$ cat config.mk
export PLATFORM = sky130hd
export DESIGN_NAME = debug_cmd_sequencer
export DESIGN_NICKNAME = d
export VERILOG_FILES = /design/src/rtl/debug_cmd_sequencer.sv
export SDC_FILE = /design/constraint.sdc
export NUM_CORES = 1
export LEC_CHECK = 0
export CORE_MARGIN = 1
export CORE_UTILIZATION = 50
export DETAILED_ROUTE_END_ITERATION = 16
export PLACE_DENSITY = 0.86
export SYNTH_ARGS = -nofsm -noshare
export SYNTH_HDL_FRONTEND = slang
export SYNTH_SLANG_ARGS = --single-unit
$ cat constraint.sdc
create_clock -name CLK -period 2.17 [get_ports CLK]
set_input_delay 0.217 -clock CLK [delete_from_list [all_inputs] [get_ports CLK]]
set_output_delay 0.217 -clock CLK [all_outputs]
set_load 0.02 [all_outputs]
$ cat src/rtl/debug_cmd_sequencer.sv
// Host-link command sequencer for the debug port: frames command bytes from the UART receiver,
// issues a held debug request, waits for ACK or timeout and returns the result bytes to the transmitter.
module debug_cmd_sequencer #(
  parameter int unsigned ACK_TIMEOUT = 1023,
  parameter logic [7:0]  ACK_BYTE    = 8'hA5,
  parameter logic [7:0]  ERR_BYTE    = 8'hEE
) (
  input  logic        CLK,
  input  logic        RESET,
  input  logic [7:0]  RX_DATA,
  input  logic        RX_VALID,
  output logic        RX_READY,
  output logic [7:0]  TX_DATA,
  output logic        TX_VALID,
  input  logic        TX_READY,
  output logic [2:0]  DEBUG_OP_O,
  output logic [2:0]  DEBUG_ARG_O,
  output logic        DEBUG_ADDR_INC_O,
  output logic        DEBUG_EN_BKP_O,
  output logic [15:0] DEBUG_DIN_O,
  output logic        DEBUG_LD_ADDR_O,
  output logic        DEBUG_REQ_O,
  input  logic        DEBUG_ACK_I,
  input  logic [15:0] DEBUG_DOUT_I
);

  // Debug op encoding; the unassigned eighth code is SET_ADDR.
  localparam logic [2:0] OP_RD_REG   = 3'd0;
  localparam logic [2:0] OP_RD_CC    = 3'd1;
  localparam logic [2:0] OP_RD_PC    = 3'd2;
  localparam logic [2:0] OP_RD_INSTR = 3'd3;
  localparam logic [2:0] OP_RD_MEM   = 3'd4;
  localparam logic [2:0] OP_WR_MEM   = 3'd5;
  localparam logic [2:0] OP_WR_BKP   = 3'd6;
  localparam logic [2:0] OP_SET_ADDR = 3'd7;

  localparam int            CNT_W      = (ACK_TIMEOUT > 0) ? $clog2(ACK_TIMEOUT + 1) : 1;
  localparam logic [CNT_W-1:0] CNT_MAX = CNT_W'(ACK_TIMEOUT);
  localparam logic          TIMEOUT_EN = (ACK_TIMEOUT != 0);

  typedef enum logic [3:0] {
    ST_IDLE     = 4'd0,
    ST_PAY_HI   = 4'd1,
    ST_PAY_LO   = 4'd2,
    ST_ISSUE    = 4'd3,
    ST_WAIT_ACK = 4'd4,
    ST_LD_ADDR  = 4'd5,
    ST_TX_HI    = 4'd6,
    ST_TX_LO    = 4'd7,
    ST_TX_ONE   = 4'd8
  } state_t;

  function automatic logic has_payload(input logic [2:0] op);
    case (op)
      OP_WR_MEM, OP_WR_BKP, OP_SET_ADDR: has_payload = 1'b1;
      default:                           has_payload = 1'b0;
    endcase
  endfunction

  function automatic logic is_read(input logic [2:0] op);
    case (op)
      OP_RD_REG, OP_RD_CC, OP_RD_PC, OP_RD_INSTR, OP_RD_MEM: is_read = 1'b1;
      default:                                               is_read = 1'b0;
    endcase
  endfunction

  state_t           state_r, state_nxt_s;
  logic [2:0]       op_r, op_nxt_s;
  logic [2:0]       arg_r, arg_nxt_s;
  logic             inc_r, inc_nxt_s;
  logic             en_bkp_r, en_bkp_nxt_s;
  logic [15:0]      din_r, din_nxt_s;
  logic [15:0]      result_r, result_nxt_s;
  logic [CNT_W-1:0] cnt_r, cnt_nxt_s;
  logic             req_r, req_nxt_s;
  logic             ld_addr_r, ld_addr_nxt_s;
  logic             tx_valid_r, tx_valid_nxt_s;
  logic [7:0]       tx_data_r, tx_data_nxt_s;
  logic             rx_ready_r, rx_ready_nxt_s;
  logic             rx_fire_s;

  assign rx_fire_s = RX_VALID & rx_ready_r;

  // Next-state and next-output decode for the command sequencer.
  always_comb begin
    state_nxt_s    = state_r;
    op_nxt_s       = op_r;
    arg_nxt_s      = arg_r;
    inc_nxt_s      = inc_r;
    en_bkp_nxt_s   = en_bkp_r;
    din_nxt_s      = din_r;
    result_nxt_s   = result_r;
    cnt_nxt_s      = cnt_r;
    req_nxt_s      = req_r;
    ld_addr_nxt_s  = 1'b0;
    tx_valid_nxt_s = tx_valid_r;
    tx_data_nxt_s  = tx_data_r;

    case (state_r)
      ST_IDLE: begin
        if (rx_fire_s) begin
          op_nxt_s     = RX_DATA[7:5];
          arg_nxt_s    = RX_DATA[4:2];
          inc_nxt_s    = RX_DATA[1];
          en_bkp_nxt_s = RX_DATA[0];
          if (has_payload(RX_DATA[7:5])) begin
            state_nxt_s = ST_PAY_HI;
          end else begin
            state_nxt_s = ST_ISSUE;
          end
        end else begin
          state_nxt_s = ST_IDLE;
        end
      end
      ST_PAY_HI: begin
        if (rx_fire_s) begin
          din_nxt_s[15:8] = RX_DATA;
          state_nxt_s     = ST_PAY_LO;
        end else begin
          state_nxt_s = ST_PAY_HI;
        end
      end
      ST_PAY_LO: begin
        if (rx_fire_s) begin
          din_nxt_s[7:0] = RX_DATA;
          if (op_r == OP_SET_ADDR) begin
            state_nxt_s   = ST_LD_ADDR;
            ld_addr_nxt_s = 1'b1;
          end else begin
            state_nxt_s = ST_ISSUE;
          end
        end else begin
          state_nxt_s = ST_PAY_LO;
        end
      end
      ST_LD_ADDR: begin
        state_nxt_s    = ST_TX_ONE;
        tx_valid_nxt_s = 1'b1;
        tx_data_nxt_s  = ACK_BYTE;
      end
      ST_ISSUE: begin
        req_nxt_s   = 1'b1;
        cnt_nxt_s   = '0;
        state_nxt_s = ST_WAIT_ACK;
      end
      ST_WAIT_ACK: begin
        // ACK takes priority over a timeout landing in the same cycle.
        if (DEBUG_ACK_I) begin
          req_nxt_s      = 1'b0;
          result_nxt_s   = DEBUG_DOUT_I;
          tx_valid_nxt_s = 1'b1;
          if (is_read(op_r)) begin
            state_nxt_s   = ST_TX_HI;
            tx_data_nxt_s = DEBUG_DOUT_I[15:8];
          end else begin
            state_nxt_s   = ST_TX_ONE;
            tx_data_nxt_s = ACK_BYTE;
          end
        end else if (TIMEOUT_EN && (cnt_r == CNT_MAX)) begin
          req_nxt_s      = 1'b0;
          state_nxt_s    = ST_TX_ONE;
          tx_valid_nxt_s = 1'b1;
          tx_data_nxt_s  = ERR_BYTE;
        end else begin
          cnt_nxt_s = cnt_r + CNT_W'(1);
        end
      end
      ST_TX_HI: begin
        if (TX_READY) begin
          tx_data_nxt_s = result_r[7:0];
          state_nxt_s   = ST_TX_LO;
        end else begin
          state_nxt_s = ST_TX_HI;
        end
      end
      ST_TX_LO, ST_TX_ONE: begin
        if (TX_READY) begin
          tx_valid_nxt_s = 1'b0;
          state_nxt_s    = ST_IDLE;
        end else begin
          state_nxt_s = state_r;
        end
      end
      default: begin
        state_nxt_s    = ST_IDLE;
        req_nxt_s      = 1'b0;
        tx_valid_nxt_s = 1'b0;
      end
    endcase

    rx_ready_nxt_s = (state_nxt_s == ST_IDLE) || (state_nxt_s == ST_PAY_HI) ||
                     (state_nxt_s == ST_PAY_LO);
  end

  // State and registered-output update with synchronous reset.
  always_ff @(posedge CLK) begin
    if (RESET) begin
      state_r    <= ST_IDLE;
      op_r       <= 3'd0;
      arg_r      <= 3'd0;
      inc_r      <= 1'b0;
      en_bkp_r   <= 1'b0;
      din_r      <= 16'h0000;
      result_r   <= 16'h0000;
      cnt_r      <= '0;
      req_r      <= 1'b0;
      ld_addr_r  <= 1'b0;
      tx_valid_r <= 1'b0;
      tx_data_r  <= 8'h00;
      rx_ready_r <= 1'b0;
    end else begin
      state_r    <= state_nxt_s;
      op_r       <= op_nxt_s;
      arg_r      <= arg_nxt_s;
      inc_r      <= inc_nxt_s;
      en_bkp_r   <= en_bkp_nxt_s;
      din_r      <= din_nxt_s;
      result_r   <= result_nxt_s;
      cnt_r      <= cnt_nxt_s;
      req_r      <= req_nxt_s;
      ld_addr_r  <= ld_addr_nxt_s;
      tx_valid_r <= tx_valid_nxt_s;
      tx_data_r  <= tx_data_nxt_s;
      rx_ready_r <= rx_ready_nxt_s;
    end
  end

  assign RX_READY         = rx_ready_r;
  assign TX_DATA          = tx_data_r;
  assign TX_VALID         = tx_valid_r;
  assign DEBUG_OP_O       = op_r;
  assign DEBUG_ARG_O      = arg_r;
  assign DEBUG_ADDR_INC_O = inc_r;
  assign DEBUG_EN_BKP_O   = en_bkp_r;
  assign DEBUG_DIN_O      = din_r;
  assign DEBUG_LD_ADDR_O  = ld_addr_r;
  assign DEBUG_REQ_O      = req_r;

endmodule

Word level (Yosys, flattened, before mapping)
Cells that the tools add are included.

Bits in registers: 58.

Mux-type cells: 33. Reduce and logical (&&, ||, !) cells: 21. Bitwise operators: 5. Add/sub/neg operators: 1. Equal/unequal tests: 24.

Operator list (number): $mux W8 (4); $pmux W4 S8 (1); $mux W4 (6); $pmux W8 S3 (1); $mux W10 (2); $pmux W10 S2 (1); $eq A4 B3 Y1 const B (4); $eq A3 B3 Y1 const B (5); $mux W1 (13); $eq A4 B2 Y1 const B (3); $add A10 B1 Y10 const B (1); $eq A10 B10 Y1 const B (1); $reduce_and A2 Y1 (5); $reduce_or A5 Y1 (2); $reduce_and A3 Y1 (3); $eq A4 B1 Y1 const B (2); $logic_not A4 Y1 (2); $ne A2 B2 Y1 const B (4); $reduce_or A7 Y1 (1); $eq A3 B2 Y1 const B (2); $reduce_or A3 Y1 (2); $eq A4 B4 Y1 const B (1); $mux W2 (2); $not A1 Y1 (4); other kinds (11) (12).

Depth between registers and ports, before layout
Depth after elaboration: 11. Gate-level depth with buffers: 6. Mapped depth without buffers: 5.

Worst setup path after synthesis
OpenSTA, ideal clock, no wires.

Kind: register -> register. From: reg cnt_r[0]. To: reg cnt_r[6]. Library setup time: 70 ps. Period minus slack after synthesis: 1745 ps. Slack: 425 ps. Data required time: 2100 ps. Stages on the path, launching flop included: 7. Arrival: 1675 ps. Buffers on the path: 1. Path through: dfxtp_1 ha_1 and4_4 and3_4 buf_6 or4_1 a21oi_1.

Cells in the longest elaborated chain, start to end: 4. Elaborated cells on any way between the ends: 7.

RTL lines: start: declaration (RTL line 74) `logic [CNT_W-1:0] cnt_r, cnt_nxt_s;`; start signal: assignment (RTL line 219) `cnt_r <= cnt_nxt_s;`; $add A10 B1 Y10 (RTL line 165) `cnt_nxt_s = cnt_r + CNT_W'(1);`; $mux W10 (RTL line 159) `end else if (TIMEOUT_EN && (cnt_r == CNT_MAX)) begin`; $mux W10 (RTL line 148) `if (DEBUG_ACK_I) begin`; $pmux W10 S2 (RTL line 99) `case (state_r)`.

Several ways; a longest one is shown, not always the timed one. The select of a mux whose other input is x is not followed. A chain may end at the register's enable or synchronous reset.

Final worst setup path
From: reg state_r[1]. To: reg tx_data_r[7], in the netlist TX_DATA[7].

Cells in the longest elaborated chain, start to end: 3. Elaborated cells on any way between the ends: 8.

RTL lines: start: declaration (RTL line 67) `state_t state_r, state_nxt_s;`; start signal: assignment (RTL line 212) `state_r <= state_nxt_s;`; $eq A4 B3 Y1 (RTL line 99); $ne A3 B3 Y1 (no source line) (tied with other cells); $reduce_and A3 Y1 (no source line); end signal: assignment (RTL line 223) `tx_data_r <= tx_data_nxt_s;`; end: declaration (RTL line 78) `logic [7:0] tx_data_r, tx_data_nxt_s;`.

Several ways; a longest one is shown, not always the timed one.

==> metrics.cfg <==
[global_routing]
grt.overflow.total = 0
grt_pass1_wl_um = 11830
antenna_found_initial = 0
grt_usage_pct = 25.59
grt_pass1_vias = 2554
grt_max_degree = 55

[timing]
tns_ps = 0
hold_violations = 0
final_max_slew_viol_count = 0
min_period_ps = 2021
setup_viol = 0
skew_ps = 7.976
final.period_utilization_pct = 93.12
slew_headroom_pct = 36.58
timing.fmax_mhz = 494.9
rsz0062_at_grt = no
tightest_slew_ps = 951.2

[die]
pin_count = 65
core_sq_um = 5473
row_count = 27
die_w_um = 77.22
dieArea_sq_um = 5963
start_util_pct = 51.69
die_y_um = 77.22

[flow_run]
cap_violations = 0

[yosys]
synthTopCellsByCount = 58 x dfxtp_1, 30 x a21oi_1, 27 x nand3_1
yosysMostFrequentCell = dfxtp_1
netlist_area_sq_um = 2829
synth_edf_count = 0
synth_fp_nets = 359
ys_ff_latch = 58
synth_largest_area_cell = dfxtp_1
synth_area_leaders = dfxtp_1 41%, mux2i_1 5.7%, a21oi_1 5.3%
yosysSeqAreaShare_pct = 41.04
ys.warnings.count = 0
synth-main-ff-cell = dfxtp_1
synth.top_cell.area_share_pct = 41.04
avgSynthCellArea_sq_um = 8.599
async_flop_share_pct = 0
yosysUniqueCellTypes = 51
synthCells = 329

[clock_network]
postCtsSetupBuffers = 0
cts_root_buffer = clkbuf_8
cts-buffers-inserted = 9
clkTransAtPathRegs_ps = 60
cts_resized = 0
clock-sinks = 58
cts_tree = yes
htreeDepth = 3
clockBufferDepth = 2
insertion_delay_ps = 350
hold_buffers = 0

[routing]
wl_per_cell_um = 15.87
drc_errors = 0
routed_wirelength_um = 7410
viasPerCell = 5.991
ant_nets = 0
drtPass1Iterations = 12
vias = 2798
drtIter0Drc = 265

[outcome]
status = completed

[pwr]
ir_worst_vdd_v = 0.0004154
power_mw = 2.437
p_per_area_nw_per_um2 = 657.7
p_leak_nw = 1.282

[cells_and_area]
final_nets = 420
n_antenna_cell = 0
multi_input_area_sq_um = 1525
drive_gt1_share_pct = 9.620
fin_util_pct = 67.70
n_fill_cell = 465
syn_to_final_growth_pct = 30.96
final-seq-area_sq_um = 1161

[setup_path]
path_class = reg2reg
critPathRequiredTime_ps = 2420
end_kind = register
cp_max_fo = 16
critPathArrivalTime_ps = 2270
crit_path_start_kind = register

[place]
gp_congestion = 0.8433
hpwlAfterDp_um = 5154
port_buffers = 64

[min_path]
hold_class = reg2reg

-- cells in the final DEF, fill, tap and decap left out, drive strengths merged, types with 2 or more instances in the layout --
cell type / n
a211oi: 6
a21oi: 30
a2bb2oi: 4
a311oi: 5
and2: 2
and3: 4
and3b: 5
and4: 4
buf: 12
clkbuf: 11
clkdlybuf4s50: 63
clkinv: 4
dfxtp: 58
inv: 4
mux2i: 16
nand2: 26
nand2b: 3
nand3: 28
nand4: 6
nand4b: 2
nor2: 23
nor2b: 12
nor3: 6
nor4: 8
nor4b: 5
o211ai: 4
o21ai: 13
o31ai: 6
o41ai: 2
or3: 4
or4: 6
-- sequential cells by signal (all words and copies together), names as in the netlist --
| name | cells |
|---|---|
| DEBUG_ADDR_INC_O | 1 |
| DEBUG_ARG_O | 3 |
| DEBUG_DIN_O | 16 |
| DEBUG_EN_BKP_O | 1 |
| DEBUG_LD_ADDR_O | 1 |
| DEBUG_OP_O | 3 |
| DEBUG_REQ_O | 1 |
| RX_READY | 1 |
| TX_DATA | 8 |
| TX_VALID | 1 |
| cnt_r | 10 |
| result_r | 8 |
| state_r | 4 |
-- stage by stage --
step                      hold WS [ps]  cells  area [sq um]  setup WS (ps)
after floorplan                  360.9    329          2829          425.5
after global placement           441.4    451          3510          286.9
after detailed placement         448.7    451          3510          241.4
after CTS                        457.9    467          3705          179.3
after global routing             469.0    467          3705          22.60
final                            453.2    467          3705          149.2
-- power breakdown --
group / leakage [nW] / internal, mW / switching (mW)
clock: 0.103 / 0.557 / 0.433
combinational: 0.710 / 0.152 / 0.171
sequential: 0.469 / 1.09 / 0.0329
total: 1.28 / 1.80 / 0.636
-- cell families after synthesis --
family                   synth area share [%]
buffers and inverters                   5.042
AO/OA/AOI/OAI                           17.69
flip-flops                              41.04
multiplexers                            6.059
AND/OR/NAND/NOR                         29.72
adder cells (fa/ha/maj)                0.4422
-- cell type report --
class / instances / area share (%)
clock buffer: 11 / 3.816
tap: 72 / 2.432
clock inverter: 5 / 1.452
inverter: 4 / 0.4053
multi-input combinational: 242 / 41.17
sequential: 58 / 31.34
timing repair buffer: 75 / 19.39
-- worst paths after layout --
kind / startpoint / endpoint / slack (ps) / cells past startpoint
setup / recovery: state_r[1] / TX_DATA[7] / 150 / 5
hold / removal: DEBUG_DIN_O[5] / DEBUG_DIN_O[5] / 450 / 2
setup reg to reg: state_r[1] / TX_DATA[7] / 150 / 5
hold reg to reg: DEBUG_DIN_O[5] / DEBUG_DIN_O[5] / 450 / 2
-- worst max-delay path, cell delays in order (launching register included) --
cell and delay [ps]:
dfxtp_1 490, buf_4 260, nor3b_1 380, and4_1 450, nor4_1 100, a311oi_1 240
-- per-layer routing --
metal / routed length (um) / global-route usage, % / share of wire [%] / vias to the layer above
met5: 0 / 0 / 0 / -
met4: 177 / 15.09 / 2.4 / 0
met3: 595 / 5.952 / 8.0 / 17
met2: 3514 / 40.80 / 47 / 131
met1: 3123 / 31.27 / 42 / 1296
li1: - / - / - / 1354
No activity file was read; power rests on OpenSTA's default activity.
